<file path="config.mk">
export PLATFORM = sky130hd
export DESIGN_NAME = dfi_init_sequencer
export DESIGN_NICKNAME = d
export VERILOG_FILES = /design/src/rtl/dfi_pkg.sv /design/src/rtl/dfi_wait_timer.sv /design/src/rtl/dfi_init_sequencer.sv
export SDC_FILE = /design/constraint.sdc
export NUM_CORES = 1
export LEC_CHECK = 0
export ABC_AREA = 1
export CAP_MARGIN = 5
export CORE_ASPECT_RATIO = 1.2
export CORE_MARGIN = 1.5
export CORE_UTILIZATION = 46
export DETAILED_ROUTE_END_ITERATION = 7
export PLACE_DENSITY_LB_ADDON = 0.3
export SYNTH_ARGS = -nofsm -noshare
export SYNTH_HDL_FRONTEND = slang
export SYNTH_SLANG_ARGS = --single-unit
</file>
<file path="constraint.sdc">
create_clock -name sys_clk -period 2.1 [get_ports sys_clk]
set_input_delay 0.21 -clock sys_clk [delete_from_list [all_inputs] [get_ports sys_clk]]
set_output_delay 0.21 -clock sys_clk [all_outputs]
set_load 0.03 [all_outputs]
</file>
<file path="src/rtl/dfi_pkg.sv">
// Shared types and encodings for the DFI power-up initialisation sequencer.
package dfi_pkg;

    // Sequencer states, in the order they are visited.
    typedef enum logic [2:0] {
        ST_IDLE     = 3'd0,
        ST_RST_HOLD = 3'd1,
        ST_CKE_WAIT = 3'd2,
        ST_MRS      = 3'd3,
        ST_MRS_WAIT = 3'd4,
        ST_ZQCL     = 3'd5,
        ST_ZQ_WAIT  = 3'd6,
        ST_DONE     = 3'd7
    } init_state_e;

    // Phase-0 command bits, active low.
    typedef struct packed {
        logic cs_n;
        logic ras_n;
        logic cas_n;
        logic we_n;
    } dfi_cmd_t;

    localparam dfi_cmd_t CMD_NOP  = '{cs_n: 1'b1, ras_n: 1'b1, cas_n: 1'b1, we_n: 1'b1};
    localparam dfi_cmd_t CMD_MRS  = '{cs_n: 1'b0, ras_n: 1'b0, cas_n: 1'b0, we_n: 1'b0};
    localparam dfi_cmd_t CMD_ZQCL = '{cs_n: 1'b0, ras_n: 1'b1, cas_n: 1'b1, we_n: 1'b0};

    // Mode-register indices, driven on the bank lines during MRS.
    localparam int unsigned MR_IDX_W = 2;
    localparam logic [MR_IDX_W-1:0] MR0_IDX = 2'd0;
    localparam logic [MR_IDX_W-1:0] MR1_IDX = 2'd1;
    localparam logic [MR_IDX_W-1:0] MR2_IDX = 2'd2;
    localparam logic [MR_IDX_W-1:0] MR3_IDX = 2'd3;

    // ZQCL is identified by address bit 10 (long calibration).
    localparam int unsigned ZQCL_A10_BIT = 10;

    // Map MRS slot (0..3) to the register written: MR2, MR3, MR1, MR0.
    function automatic logic [MR_IDX_W-1:0] mr_seq_idx(input logic [MR_IDX_W-1:0] pos);
        logic [MR_IDX_W-1:0] idx;
        case (pos)
            2'd0:    idx = MR2_IDX;
            2'd1:    idx = MR3_IDX;
            2'd2:    idx = MR1_IDX;
            default: idx = MR0_IDX;
        endcase
        return idx;
    endfunction

    // Timer load for an N-cycle wait: N-1 (zero treated as one), clipped to the counter range.
    function automatic longint unsigned wait_load(input longint unsigned t, input int unsigned cnt_w);
        longint unsigned max_v;
        longint unsigned v;
        max_v = (64'd1 << cnt_w) - 64'd1;
        v     = (t == 64'd0) ? 64'd0 : t - 64'd1;
        return (v > max_v) ? max_v : v;
    endfunction

endpackage

</file>
<file path="src/rtl/dfi_wait_timer.sv">
// Loadable saturating down-counter shared by every wait state of the sequencer.
module dfi_wait_timer
    import dfi_pkg::*;
#(
    parameter int unsigned CNT_W = 20
) (
    input  logic             sys_clk,
    input  logic             sys_rst_n,
    input  logic             load,
    input  logic [CNT_W-1:0] value,
    output logic             expired_c
);

    logic [CNT_W-1:0] count_q;
    logic [CNT_W-1:0] count_d;

    // Load wins; otherwise count down and stick at zero.
    always_comb begin
        count_d = count_q;
        if (load) begin
            count_d = value;
        end else if (count_q != '0) begin
            count_d = count_q - CNT_W'(1);
        end
    end

    // Counter register.
    always_ff @(posedge sys_clk or negedge sys_rst_n) begin
        if (!sys_rst_n) begin
            count_q <= '0;
        end else begin
            count_q <= count_d;
        end
    end

    assign expired_c = (count_q == '0);

endmodule

</file>
<file path="src/rtl/dfi_init_sequencer.sv">
// DDR3 power-up sequencer: reset, CKE, MR2/MR3/MR1/MR0, ZQCL, then user command pass-through.
module dfi_init_sequencer
    import dfi_pkg::*;
#(
    parameter int unsigned        ADDR_W   = 15,
    parameter int unsigned        BANK_W   = 3,
    parameter int unsigned        CNT_W    = 20,
    parameter int unsigned        T_RESET  = 100000,
    parameter int unsigned        T_CKE    = 250000,
    parameter int unsigned        T_MRD    = 12,
    parameter int unsigned        T_ZQINIT = 512,
    parameter logic [ADDR_W-1:0]  MR0      = '0,
    parameter logic [ADDR_W-1:0]  MR1      = '0,
    parameter logic [ADDR_W-1:0]  MR2      = '0,
    parameter logic [ADDR_W-1:0]  MR3      = '0
) (
    input  logic              sys_clk,
    input  logic              sys_rst_n,
    input  logic              init_start,
    output logic              init_done,
    input  logic              cmd_valid,
    output logic              cmd_ready,
    input  logic [ADDR_W-1:0] cmd_address,
    input  logic [BANK_W-1:0] cmd_bank,
    input  logic              cmd_cs_n,
    input  logic              cmd_ras_n,
    input  logic              cmd_cas_n,
    input  logic              cmd_we_n,
    output logic [ADDR_W-1:0] dfi_address,
    output logic [BANK_W-1:0] dfi_bank,
    output logic              dfi_cs_n,
    output logic              dfi_ras_n,
    output logic              dfi_cas_n,
    output logic              dfi_we_n,
    output logic              dfi_cke,
    output logic              dfi_reset_n,
    output logic              dfi_odt
);

    localparam logic [CNT_W-1:0]  LD_RESET = CNT_W'(wait_load(64'(T_RESET), CNT_W));
    localparam logic [CNT_W-1:0]  LD_CKE   = CNT_W'(wait_load(64'(T_CKE), CNT_W));
    localparam logic [CNT_W-1:0]  LD_MRD   = CNT_W'(wait_load(64'(T_MRD), CNT_W));
    localparam logic [CNT_W-1:0]  LD_ZQ    = CNT_W'(wait_load(64'(T_ZQINIT), CNT_W));
    localparam logic [ADDR_W-1:0] ZQ_ADDR  = ADDR_W'(1) << ZQCL_A10_BIT;

    init_state_e         state_q;
    init_state_e         state_d;
    logic [MR_IDX_W-1:0] mr_pos_q;
    logic [MR_IDX_W-1:0] mr_pos_d;

    logic                timer_load_c;
    logic [CNT_W-1:0]    timer_value_c;
    logic                timer_expired_c;

    dfi_cmd_t            cmd_q;
    dfi_cmd_t            cmd_d;
    logic [ADDR_W-1:0]   address_q;
    logic [ADDR_W-1:0]   address_d;
    logic [BANK_W-1:0]   bank_q;
    logic [BANK_W-1:0]   bank_d;
    logic                cke_q;
    logic                cke_d;
    logic                reset_n_q;
    logic                reset_n_d;
    logic                init_done_q;
    logic                init_done_d;
    logic                cmd_ready_q;
    logic                cmd_ready_d;

    dfi_wait_timer #(
        .CNT_W (CNT_W)
    ) u_wait_timer (
        .sys_clk   (sys_clk),
        .sys_rst_n (sys_rst_n),
        .load      (timer_load_c),
        .value     (timer_value_c),
        .expired_c (timer_expired_c)
    );

    // State and MRS-slot registers.
    always_ff @(posedge sys_clk or negedge sys_rst_n) begin
        if (!sys_rst_n) begin
            state_q  <= ST_IDLE;
            mr_pos_q <= '0;
        end else begin
            state_q  <= state_d;
            mr_pos_q <= mr_pos_d;
        end
    end

    // Next-state logic; each wait state leaves once the shared timer has run out.
    always_comb begin
        state_d  = state_q;
        mr_pos_d = mr_pos_q;
        case (state_q)
            ST_IDLE: begin
                mr_pos_d = '0;
                if (init_start) begin
                    state_d = ST_RST_HOLD;
                end
            end
            ST_RST_HOLD: begin
                if (timer_expired_c) begin
                    state_d = ST_CKE_WAIT;
                end
            end
            ST_CKE_WAIT: begin
                if (timer_expired_c) begin
                    state_d = ST_MRS;
                end
            end
            ST_MRS: begin
                state_d = ST_MRS_WAIT;
            end
            ST_MRS_WAIT: begin
                if (timer_expired_c) begin
                    if (mr_pos_q == 2'd3) begin
                        state_d = ST_ZQCL;
                    end else begin
                        mr_pos_d = mr_pos_q + 2'd1;
                        state_d  = ST_MRS;
                    end
                end
            end
            ST_ZQCL: begin
                state_d = ST_ZQ_WAIT;
            end
            ST_ZQ_WAIT: begin
                if (timer_expired_c) begin
                    state_d = ST_DONE;
                end
            end
            ST_DONE: begin
                state_d = ST_DONE;
            end
            default: begin
                state_d = ST_IDLE;
            end
        endcase
    end

    // Output decode from the upcoming state, so registered outputs line up with state_q.
    always_comb begin
        timer_load_c  = (state_d != state_q);
        timer_value_c = '0;
        cmd_d         = CMD_NOP;
        address_d     = '0;
        bank_d        = '0;
        reset_n_d     = !((state_d == ST_IDLE) || (state_d == ST_RST_HOLD));
        cke_d         = !((state_d == ST_IDLE) || (state_d == ST_RST_HOLD) ||
                          (state_d == ST_CKE_WAIT));
        init_done_d   = (state_d == ST_DONE);
        cmd_ready_d   = (state_d == ST_DONE);

        case (state_d)
            ST_RST_HOLD: timer_value_c = LD_RESET;
            ST_CKE_WAIT: timer_value_c = LD_CKE;
            ST_MRS_WAIT: timer_value_c = LD_MRD;
            ST_ZQ_WAIT:  timer_value_c = LD_ZQ;
            default:     timer_value_c = '0;
        endcase

        case (state_d)
            ST_MRS: begin
                cmd_d  = CMD_MRS;
                bank_d = BANK_W'(mr_seq_idx(mr_pos_d));
                case (mr_seq_idx(mr_pos_d))
                    MR0_IDX: address_d = MR0;
                    MR1_IDX: address_d = MR1;
                    MR2_IDX: address_d = MR2;
                    default: address_d = MR3;
                endcase
            end
            ST_ZQCL: begin
                cmd_d     = CMD_ZQCL;
                address_d = ZQ_ADDR;
            end
            ST_DONE: begin
                // A command is accepted only while cmd_ready is already high.
                if ((state_q == ST_DONE) && cmd_valid) begin
                    cmd_d     = '{cs_n: cmd_cs_n, ras_n: cmd_ras_n,
                                  cas_n: cmd_cas_n, we_n: cmd_we_n};
                    address_d = cmd_address;
                    bank_d    = cmd_bank;
                end
            end
            default: begin
                cmd_d = CMD_NOP;
            end
        endcase
    end

    // Output registers; reset forces the DRAM-safe idle pattern immediately.
    always_ff @(posedge sys_clk or negedge sys_rst_n) begin
        if (!sys_rst_n) begin
            cmd_q       <= CMD_NOP;
            address_q   <= '0;
            bank_q      <= '0;
            cke_q       <= 1'b0;
            reset_n_q   <= 1'b0;
            init_done_q <= 1'b0;
            cmd_ready_q <= 1'b0;
        end else begin
            cmd_q       <= cmd_d;
            address_q   <= address_d;
            bank_q      <= bank_d;
            cke_q       <= cke_d;
            reset_n_q   <= reset_n_d;
            init_done_q <= init_done_d;
            cmd_ready_q <= cmd_ready_d;
        end
    end

    assign dfi_cs_n    = cmd_q.cs_n;
    assign dfi_ras_n   = cmd_q.ras_n;
    assign dfi_cas_n   = cmd_q.cas_n;
    assign dfi_we_n    = cmd_q.we_n;
    assign dfi_address = address_q;
    assign dfi_bank    = bank_q;
    assign dfi_cke     = cke_q;
    assign dfi_reset_n = reset_n_q;
    assign init_done   = init_done_q;
    assign cmd_ready   = cmd_ready_q;
    assign dfi_odt     = 1'b0;

endmodule

</file>
; ---- Yosys cells after proc, flatten, opt, wreduce, memory -nomap -nowiden
; Cells that the tools add are included.
[op_classes]
n_addsub = 2
eq_ne = 18
n_mux = 20
reduce_logical = 11
[op_table]
columns = op, n
row1 = $pmux 18 s4, 1
row2 = $mux 20, 2
row3 = $pmux 15 s2, 1
row4 = $eq 3x3->1 const B, 8
row5 = $pmux 3 s8, 1
row6 = $mux 3, 7
row7 = $logic_not 20->1, 1
row8 = $reduce_bool 20->1, 1
row9 = $sub 20x1->20 const B, 1
row10 = $mux 15, 1
row11 = $eq 3x2->1 const B, 4
row12 = $pmux 4 s3, 1
row13 = $eq 3x1->1 const B, 2
row14 = $logic_not 3->1, 2
row15 = $pmux 2 s3, 1
row16 = $pmux 3 s2, 1
row17 = $eq 2x2->1 const B, 2
row18 = $mux 2, 2
row19 = $mux 4, 1
row20 = $pmux 2 s2, 1
row21 = $ne 3x3->1, 1
row22 = $add 2x1->2 const B, 1
row23 = $eq 2x1->1 const B, 1
row24 = $logic_not 1->1, 2
row25 = 4 further kinds, 5
[word_totals]
reg_bits = 50
inputBits = 26

; ---- Longest topological paths before layout
; Gate-level depths: netlist (run 1).
[depth]
word_depth = 8
mapped_depth = 14
depth_no_buf = 14

; ---- By module
; From an unflattened synthesis (run 1), not the netlist that was laid out.
[hier_totals]
hier_cells = 359
area_unflattened_um2 = 2775.2
[modules_own_cells]
columns = mod, seq_area_each_um2, n_inst, cells_per_inst, area_per_inst_um2
row1 = dfi_wait_timer, 500.5, 1, 209, 1390.1
row2 = dfi_init_sequencer, 755.7, 1, 150, 1385.1

; ---- Least setup slack after synthesis (run 1)
; Ideal clock, no wire load.
[synth_timing]
kind = reg-to-reg
from = reg u_wait_timer.count_q[0]
to = reg bank_q[1], in the netlist dfi_bank[1]
stages_incl_launch_ff = 14
setup_slack_ps = 79
period_less_slack_ps = 2021
setup_ps = 119
t_arrival_ps = 1902
path_cell_list = dfrtp_1 inv_1 ha_1 nand2_2 nor2_8 nand3_4 nor2_1 inv_1 nor2_1 inv_1 o21a_1 ha_1 nor2_1 o21ai_2
[synth_via]
elab_chain_cells = 6
word_cells_on_any_way = 15
cone_classes = 4 x eq/ne / 9 x mux / 2 x reduce/logical
[synth_lines]
columns = element, line
row1 = from (decl), dfi_wait_timer.sv:14  ; logic [CNT_W-1:0] count_q;
row2 = from (signal assigned), dfi_wait_timer.sv:32  ; count_q <= count_d;
row3 = $logic_not 20->1 (*), dfi_wait_timer.sv:36  ; assign expired_c = (count_q == '0);
row4 = $mux 2 (*), dfi_init_sequencer.sv:116  ; if (timer_expired_c) begin
row5 = $pmux 2 s2 (*), dfi_init_sequencer.sv:95  ; case (state_q)
row6 = net mr_pos_d[0], dfi_init_sequencer.sv:49  ; logic [MR_IDX_W-1:0] mr_pos_d;
row7 = "$eq 2x2->1, or another cell as far along", dfi_pkg.sv:41  ; case (pos)
row8 = $pmux 2 s3 (*), dfi_pkg.sv:41
row9 = $pmux 3 s2 (*), dfi_init_sequencer.sv:163  ; case (state_d)
row10 = net bank_d[1], dfi_init_sequencer.sv:60  ; logic [BANK_W-1:0] bank_d;
row11 = to (signal assigned), dfi_init_sequencer.sv:206  ; bank_q <= bank_d;
row12 = to (decl), dfi_init_sequencer.sv:59  ; logic [BANK_W-1:0] bank_q;
; Mark *: on every way through the listed nets, which the timed path passes. The rest lies on a longest branch.
; A chain may end at the register's enable or synchronous reset.

; ---- Final worst setup path (run 1)
; Same ends and word-level chain as after synthesis.

==> impl_results.md, run 1 <==
* Grt ovf at 0
* Reg clk slew, reported paths at 0.09 ns
* Ys async rst share at 1.000
* Die height at 85.99 µm
* Cell taking the most area after synthesis: dfrtp_1
* Core Util, Final at 0.6121
* Fillers at 473
* Layout cells sized above 1 at 0.1809
* Clk_lat worst skew at 0.31 ns
* DR iter-0 viols at 124
* Worst-path maximum fanout at 4
* Fin. max-slew vios at 0
* CP Cell Sequence: inv_2, ha_4, nand2_2, nor2_8, nand3_4, nor2_4, inv_1, nor2_1, inv_1, o21a_1, ha_1, nor2_2, o21ai_2
* Number of setup violations in the final report at 0
* Crit path time final at 1.987 ns
* Number of synthesized flops with an enable pin at 0
* Share of the synthesized area in the top cell type at 0.4360
* Hold WC Path Type: input pin to async pin
* FF+latch count, synth at 50
* Worst path required time at ~2.3 ns
* Synth Instances at between 300 and 400
* Number of buffers created by CTS at 5
* Area grow syn2layout at 29.67%
* Critical Path AT at approximately 2.2 ns
* Initial Util at 0.4720
* Main combinational cell family by area after synthesis: simple AND/OR/NAND/NOR gates
* Total of warnings raised by yosys at 0
* Net count after synthesis at ~340
* Slowest CP cell: dfrtp_1
* CTS root buf: clkbuf_8
* Fmax at between 500 and 600 MHz
* Synth Cell Area at 0.002640 mm²
* Via density at between 4 and 5
* RSZ-0062 raised after global routing: true
* Final Hold Vio Count at 0
* Die extent in x at 72.16 µm
* PwrDens at 1086 mW/mm²
* Leak at 1.742 nW
* Final GP Congestion at 0.7883
* Placed Area at about 0.0033 mm²
* Hold Worst Slack at 0.2594 ns
* Max Cap Viol at 0
* Synth Area in XOR/XNOR at 0.03649
* Total power at 0.003718 W
* CTS sink cnt at 50
* Wire per inst at about 12 µm
* Post-synthesis adder-cell area fraction at 0.01422
* Row count at 30
* Status: completed
* Final worst path period share at 0.9462
* Final nets at 404
* Post-Route WL at 5.323 mm
* First-pass GRT wire length at 9.280 mm
* Post-route ant nets at 0
* Setup crit start kind: register
* Max incr delay on CP at 0.40 ns
* Post-detail-place hpwl at ~4.1 mm
* Worst setup EP type: register
* Post-route cell area at 0.003423 mm²
* Critical path class: register to register
* Drt first pass iters at 4
* Gr usage total at 0.1917
* Top post-synthesis cells by area: dfrtp_1 (44%), inv_1 (7.1%), nand2_1 (7.1%)
* Synth unique cells at 39
* Most frequent CP cell: inv_1
* Pin count of the biggest net entering global routing at 25
* Skew final at 0.007074 ns
* Initial antenna violation count at 0
* Mean Syn Cell Area at 8.544 µm²
* H-Tree Level Count at 2
* Clock Path Buffers at 2
* Post-synthesis simple-gate area fraction at 0.3076
* CTS tree: yes
* I/O pin total at 53
* Maximum vdd ir drop at 0.4587 mV
* Multiplexer share of the synthesized area at 0
* Die area at 0.006204 mm²
* Core Box Area at 0.005593 mm²
* Sequential-to-total area share from yosys stat at 0.4758
* Compound-Gate Fraction of Synth Area at 0.06256
* DRC errors left at 0
* Antenna diodes at 0
* Vias in the first global route at 2087
* IO Port Bufs at a little over 50
* Vias post-DR at 2102
* Synth Flop Type: dfrtp_1
==> per-stage QoR <==
step	worst slack (ns)	std cells	setup TNS, ns
after global placement	0.05889	430	0
final	0.1130	440	0
after floorplan	0.07883	309	0
after CTS	0.003783	439	0
after global routing	-0.06257	440	-0.06768
after detailed placement	0.01087	430	0
==> power by group <==
part,internal (W),switching [W]
combinational,0.000713,0.00104
sequential,0.00118,0.000180
clock,0.000272,0.000332
total,0.00217,0.00155
==> cells in the final DEF, fill, tap and decap left out, drive strengths merged <==
cell type,Yosys,final
xnor2,7,7
dlygate4sd3,0,1
ha,3,3
dfstp,4,4
nand3,28,28
dfrtp,46,46
a211oi,2,2
clkbuf,1,6
inv,54,55
clkinvlp,0,1
o21ai,18,18
or2,2,2
nand2,58,58
o21a,1,1
nand4,5,5
a31oi,1,1
conb,1,1
a21oi,7,7
and2,1,1
buf,7,16
clkdlybuf4s50,0,50
nor3,7,7
xor2,4,4
nand3b,1,1
nor2,51,51
==> registers in the layout, indices dropped and copies added, names as in the netlist, 2 cells and up <==
| name | flops |
|---|---|
| u_wait_timer.count_q | 20 |
| dfi_address | 15 |
| dfi_bank | 3 |
| state_q | 3 |
| mr_pos_q | 2 |
==> kinds of logic (layout without fill, tap and decap cells) <==
group,Yosys count,in the layout
compound gates,29,29
xor+xnor,11,11
fa+ha+maj,3,3
buf+inv,62,129
flops,50,50
other cells,1,1
simple gates,153,153
==> final cells by class <==
type                            count  area (µm²)  share of cell area
Sequential cell                    50        1256              0.3670
Multi-Input combinational cell    197        1145              0.3344
Timing Repair Buffer               67       640.6              0.1871
Inverter                           54       202.7             0.05921
Clock buffer                        6       82.58             0.02412
Tap cell                           64       80.08             0.02339
Clock inverter                      2       16.27            0.004751
==> critical path: cells and delay by family (launching register included) <==
kind            cells  cell delay [ns]
buf+inv             3             0.20
fa+ha+maj           2             0.33
flops               1             0.40
simple gates        6             0.70
compound gates      2             0.26
==> Yosys cell counts, types with 5 or more instances <==
library cell	instances
inv_1	50
nand2_1	50
dfrtp_1	46
nor2_1	43
nand3_1	19
o21ai_0	15
nor3_1	7
xnor2_1	7
a21oi_1	6
nand2_2	6
nand3_2	5
nor2_2	5
==> final timing paths <==
kind / from / to / slack [ns] / cells past startpoint
min: sys_rst_n / u_wait_timer.count_q[12] / 0.26 / 2
max in group asynchronous: sys_rst_n / dfi_cs_n / 1.24 / 3
max: u_wait_timer.count_q[0] / dfi_bank[1] / 0.11 / 13
max reg2reg: u_wait_timer.count_q[0] / dfi_bank[1] / 0.11 / 13
min reg2reg: u_wait_timer.count_q[0] / u_wait_timer.count_q[0] / 0.51 / 2
min in group sys_clk: cmd_address[4] / dfi_address[4] / 0.41 / 3
==> layer usage <==
metal / vias up / GRT usage / routed length (µm) / part of all wire
met4: 0 / 0.06690 / 87 / 0.016
met5: - / 0 / 0 / 0
met3: 6 / 0.05170 / 272 / 0.051
met1: 969 / 0.2356 / 2313 / 0.43
li1: 1081 / - / - / -
met2: 46 / 0.3232 / 2650 / 0.50
==> what timing repair did <==
item,CTS,global route
hold buffers,1,0
resized for setup,0,11
hold endpoints to repair,6,0
buffers inserted,0,1
endpoints found under the setup margin,0,6
Note: power is estimated with default switching activity, not from simulation.
==> run 2: changes to the inputs <==
--- a/config.mk
+++ b/config.mk
@@ -7,9 +7,11 @@
 export LEC_CHECK = 0
 export ABC_AREA = 1
 export CAP_MARGIN = 5
+export CELL_PAD_IN_SITES_DETAIL_PLACEMENT = 1
+export CELL_PAD_IN_SITES_GLOBAL_PLACEMENT = 2
 export CORE_ASPECT_RATIO = 1.2
 export CORE_MARGIN = 1.5
-export CORE_UTILIZATION = 46
+export CORE_UTILIZATION = 27
 export DETAILED_ROUTE_END_ITERATION = 7
 export PLACE_DENSITY_LB_ADDON = 0.3
 export SYNTH_ARGS = -nofsm -noshare
==> constraint.sdc (replaced) <==
create_clock -name sys_clk -period 2.1 [get_ports sys_clk]
set_input_delay 0.525 -clock sys_clk [delete_from_list [all_inputs] [get_ports sys_clk]]
set_output_delay 0.525 -clock sys_clk [all_outputs]
set_load 0.03 [all_outputs]
==> run 2 against run 1 <==
  * Sequential share of layout area shrank 2.8 points
  * Cell area grew 8.6%
  * Clock-buffer cell count is the same
  * Utilization shrank 22 points
  * First-iteration DRC count shrank 66%
  * Via count grew 5.4%
  * Largest cell class unchanged
==> impl_results.md, run 2 (synthesis gave the netlist of run 1 again) <==
* Biggest register: u_wait_timer.count_q (unchanged)
* CTS sink cnt at 50 (unchanged)
* Worst path required time at 1.57 ns (was 2.31 ns)
* Gr usage total at 0.1449 (was 0.1917)
* Register area at 0.001259 mm² (was 0.001256 mm²)
* Final Hold Vio Count at 0 (unchanged)
* Buf/Inv on CP at 1 (was 3)
* Critical path startpoint: dfi_cas_n (was u_wait_timer.count_q[0])
* H-Tree Level Count at 2 (unchanged)
* Crit path time final at 2.004 ns (was 1.987 ns)
* I/O pin total at 53 (unchanged)
* Critical path depth at 1 (was 13)
* Fillers at 1119 (was 473)
* Critical Path AT at 1.48 ns (was 2.20 ns)
* Fmax at 499.1 MHz (was 503.3 MHz)
* Number of buffers created by CTS at 5 (unchanged)
* Die extent in x at 93.27 µm (was 72.16 µm)
* Post-Place Setup Slack at 0.006494 ns (was 0.01087 ns)
* IO Port Bufs at 51 (unchanged)
* Hold WC Path Type: input pin to async pin (unchanged)
* Post-Layout Cell Count at 510 (was 440)
* DRC errors left at 0 (unchanged)
* Max Cap Viol at 0 (unchanged)
* Layout cells sized above 1 at 0.2248 (was 0.1809)
* Area of the multi-input gates at 0.001179 mm² (was 0.001145 mm²)
* Reg clk slew, reported paths at 0.06 ns (was 0.09 ns)
* Dpl cells at 490 (was 430)
* Vias post-DR at 2216 (was 2102)
* Post-detail-place hpwl at 5.200 mm (was 4.052 mm)
* Antenna diodes at 0 (unchanged)
* Core Box Area at 0.009515 mm² (was 0.005593 mm²)
* DR iter-0 viols at 42 (was 124)
* Hold_buf cts at 0 (was 1)
* Drt first pass iters at 4 (unchanged)
* Initial antenna violation count at 0 (unchanged)
* Placed Area at 0.003396 mm² (was 0.003277 mm²)
* Die area at 0.01038 mm² (was 0.006204 mm²)
* Final worst path period share at 0.9542 (was 0.9462)
* Worst-path maximum fanout at 1 (was 4)
* Final nets at 415 (was 404)
* Row count at 39 (was 30)
* Via density at 4.345 (was 4.777)
* Fin. max-slew vios at 0 (unchanged)
* PwrDens at 1171 mW/mm² (was 1086 mW/mm²)
* Slowest CP cell: clkdlybuf4s50_1 (was dfrtp_1)
* Number of flip-flops in the largest register at 20 (unchanged)
* Status: completed (unchanged)
* Worst setup EP type: output pin (was register)
* Final TNS setup at 0 ns (unchanged)
* Critical path class: register to output pin (was register to register)
* Commonest non-fill, non-tap cells in the layout: clkdlybuf4s50_1 (50), inv_1 (48), nand2_1 (48) (was nand2_1 (50), clkdlybuf4s50_1 (50), inv_1 (48))
* CTS root buf: clkbuf_16 (was clkbuf_8)
* Max incr delay on CP at 0.68 ns (was 0.40 ns)
* Vias in the first global route at 2425 (was 2087)
* Grt ovf at 0 (unchanged)
* Wire per inst at 13.51 µm (was 12.10 µm)
* Final Worst Setup Slack at 0.09626 ns (was 0.1130 ns)
* Number of setup violations in the final report at 0 (unchanged)
* Initial Util at 0.2774 (was 0.4720)
* Area grow syn2layout at 40.85% (was 29.67%)
* Clock Path Buffers at 2 (unchanged)
* Post-Route WL at 6.889 mm (was 5.323 mm)
* R2r worst-path depth at 11 (was 13)
* Clk_lat worst skew at 0.29 ns (was 0.31 ns)
* Final GP Congestion at 0.7485 (was 0.7883)
* Leak at 1.843 nW (was 1.742 nW)
* Critical path's top delay family: buffers and inverters (was simple AND/OR/NAND/NOR gates)
* Die height at 111.3 µm (was 85.99 µm)
* Pin count of the biggest net entering global routing at 51 (was 25)
* CTS tree: yes (unchanged)
* Skew final at 0.004350 ns (was 0.007074 ns)
* CP Cell Sequence: clkdlybuf4s50_1 (was inv_2, ha_4, nand2_2, nor2_8, nand3_4, nor2_4, inv_1, nor2_1, inv_1, o21a_1, ha_1, nor2_2, o21ai_2)
* Hold Worst Slack at 0.2273 ns (was 0.2594 ns)
* First-pass GRT wire length at 11.81 mm (was 9.280 mm)
* Maximum vdd ir drop at 0.4303 mV (was 0.4587 mV)
* Setup crit start kind: register (unchanged)
* RSZ-0062 raised after global routing: false (was true)
* Post-route cell area at 0.003719 mm² (was 0.003423 mm²)
* Post-route ant nets at 0 (unchanged)
* Reg-to-Reg Start: u_wait_timer.count_q[16] (was u_wait_timer.count_q[0])
* Most common cell after layout, fill and taps aside: clkdlybuf4s50_1
## run 2: cell count changes in the layout (fill, tap and decap cells not counted), sizes merged
cell and delta:
buf +12, bufinv +1, dlygate4sd3 -1, inv -1
## run 2: cell type report
class                           instances  share of cell area
Tap cell                              123             0.04139
Multi-Input combinational cell        197              0.3170
Timing Repair Buffer                   78              0.2039
Inverter                               54             0.05451
Clock inverter                          2             0.01009
Clock buffer                            6             0.03466
Sequential cell                        50              0.3385
## run 2: worst reg2reg max path: cells and delay by family, from the launching register on
family        cells  cell delay (ns)
buf+inv           3             0.38
flops             1             0.41
simple gates      8             1.05
## run 2: metrics by stage
| stage | util | power (W) |
|---|---|---|
| 2_1_floorplan | - | 0.002637 |
| 3_3_place_gp | 0.3569 | 0.003195 |
| 3_5_place_dp | 0.3569 | 0.003251 |
| 4_1_cts | 0.3744 | 0.004210 |
| 5_1_grt | 0.3908 | 0.004719 |
| 6_report | 0.3908 | 0.004353 |
## run 2: path summary, 6_finish.rpt
kind,endpoint,slack (ns)
max,dfi_cas_n,0.1
min,dfi_address[7],0.23
max reg2reg,u_wait_timer.count_q[8],0.15
min reg2reg,u_wait_timer.count_q[0],0.51
max in group asynchronous,dfi_we_n,1.59
min in group sys_clk,u_wait_timer.count_q[0],0.51
## run 2: power by group
part | internal [W] | leakage [nW] | switching (W)
registers | 0.00119 | 0.643 | 0.000176
logic | 0.000882 | 1.12 | 0.00119
clock network | 0.000563 | 0.0771 | 0.000358
total | 0.00263 | 1.84 | 0.00172
## run 2: metal layers
layer	vias up	global-route usage	wire length, µm
met3	2	0.03978	319
met5	-	0	0
met2	40	0.2628	3800
met1	1070	0.1626	2734
met4	0	0.04141	35
li1	1104	-	-
## run 2: what timing repair did
item | CTS | global route
pin swaps | 0 | 7
setup buffers | 0 | 12
endpoints found under the setup margin | 2 | 21
gates resized for setup | 1 | 21
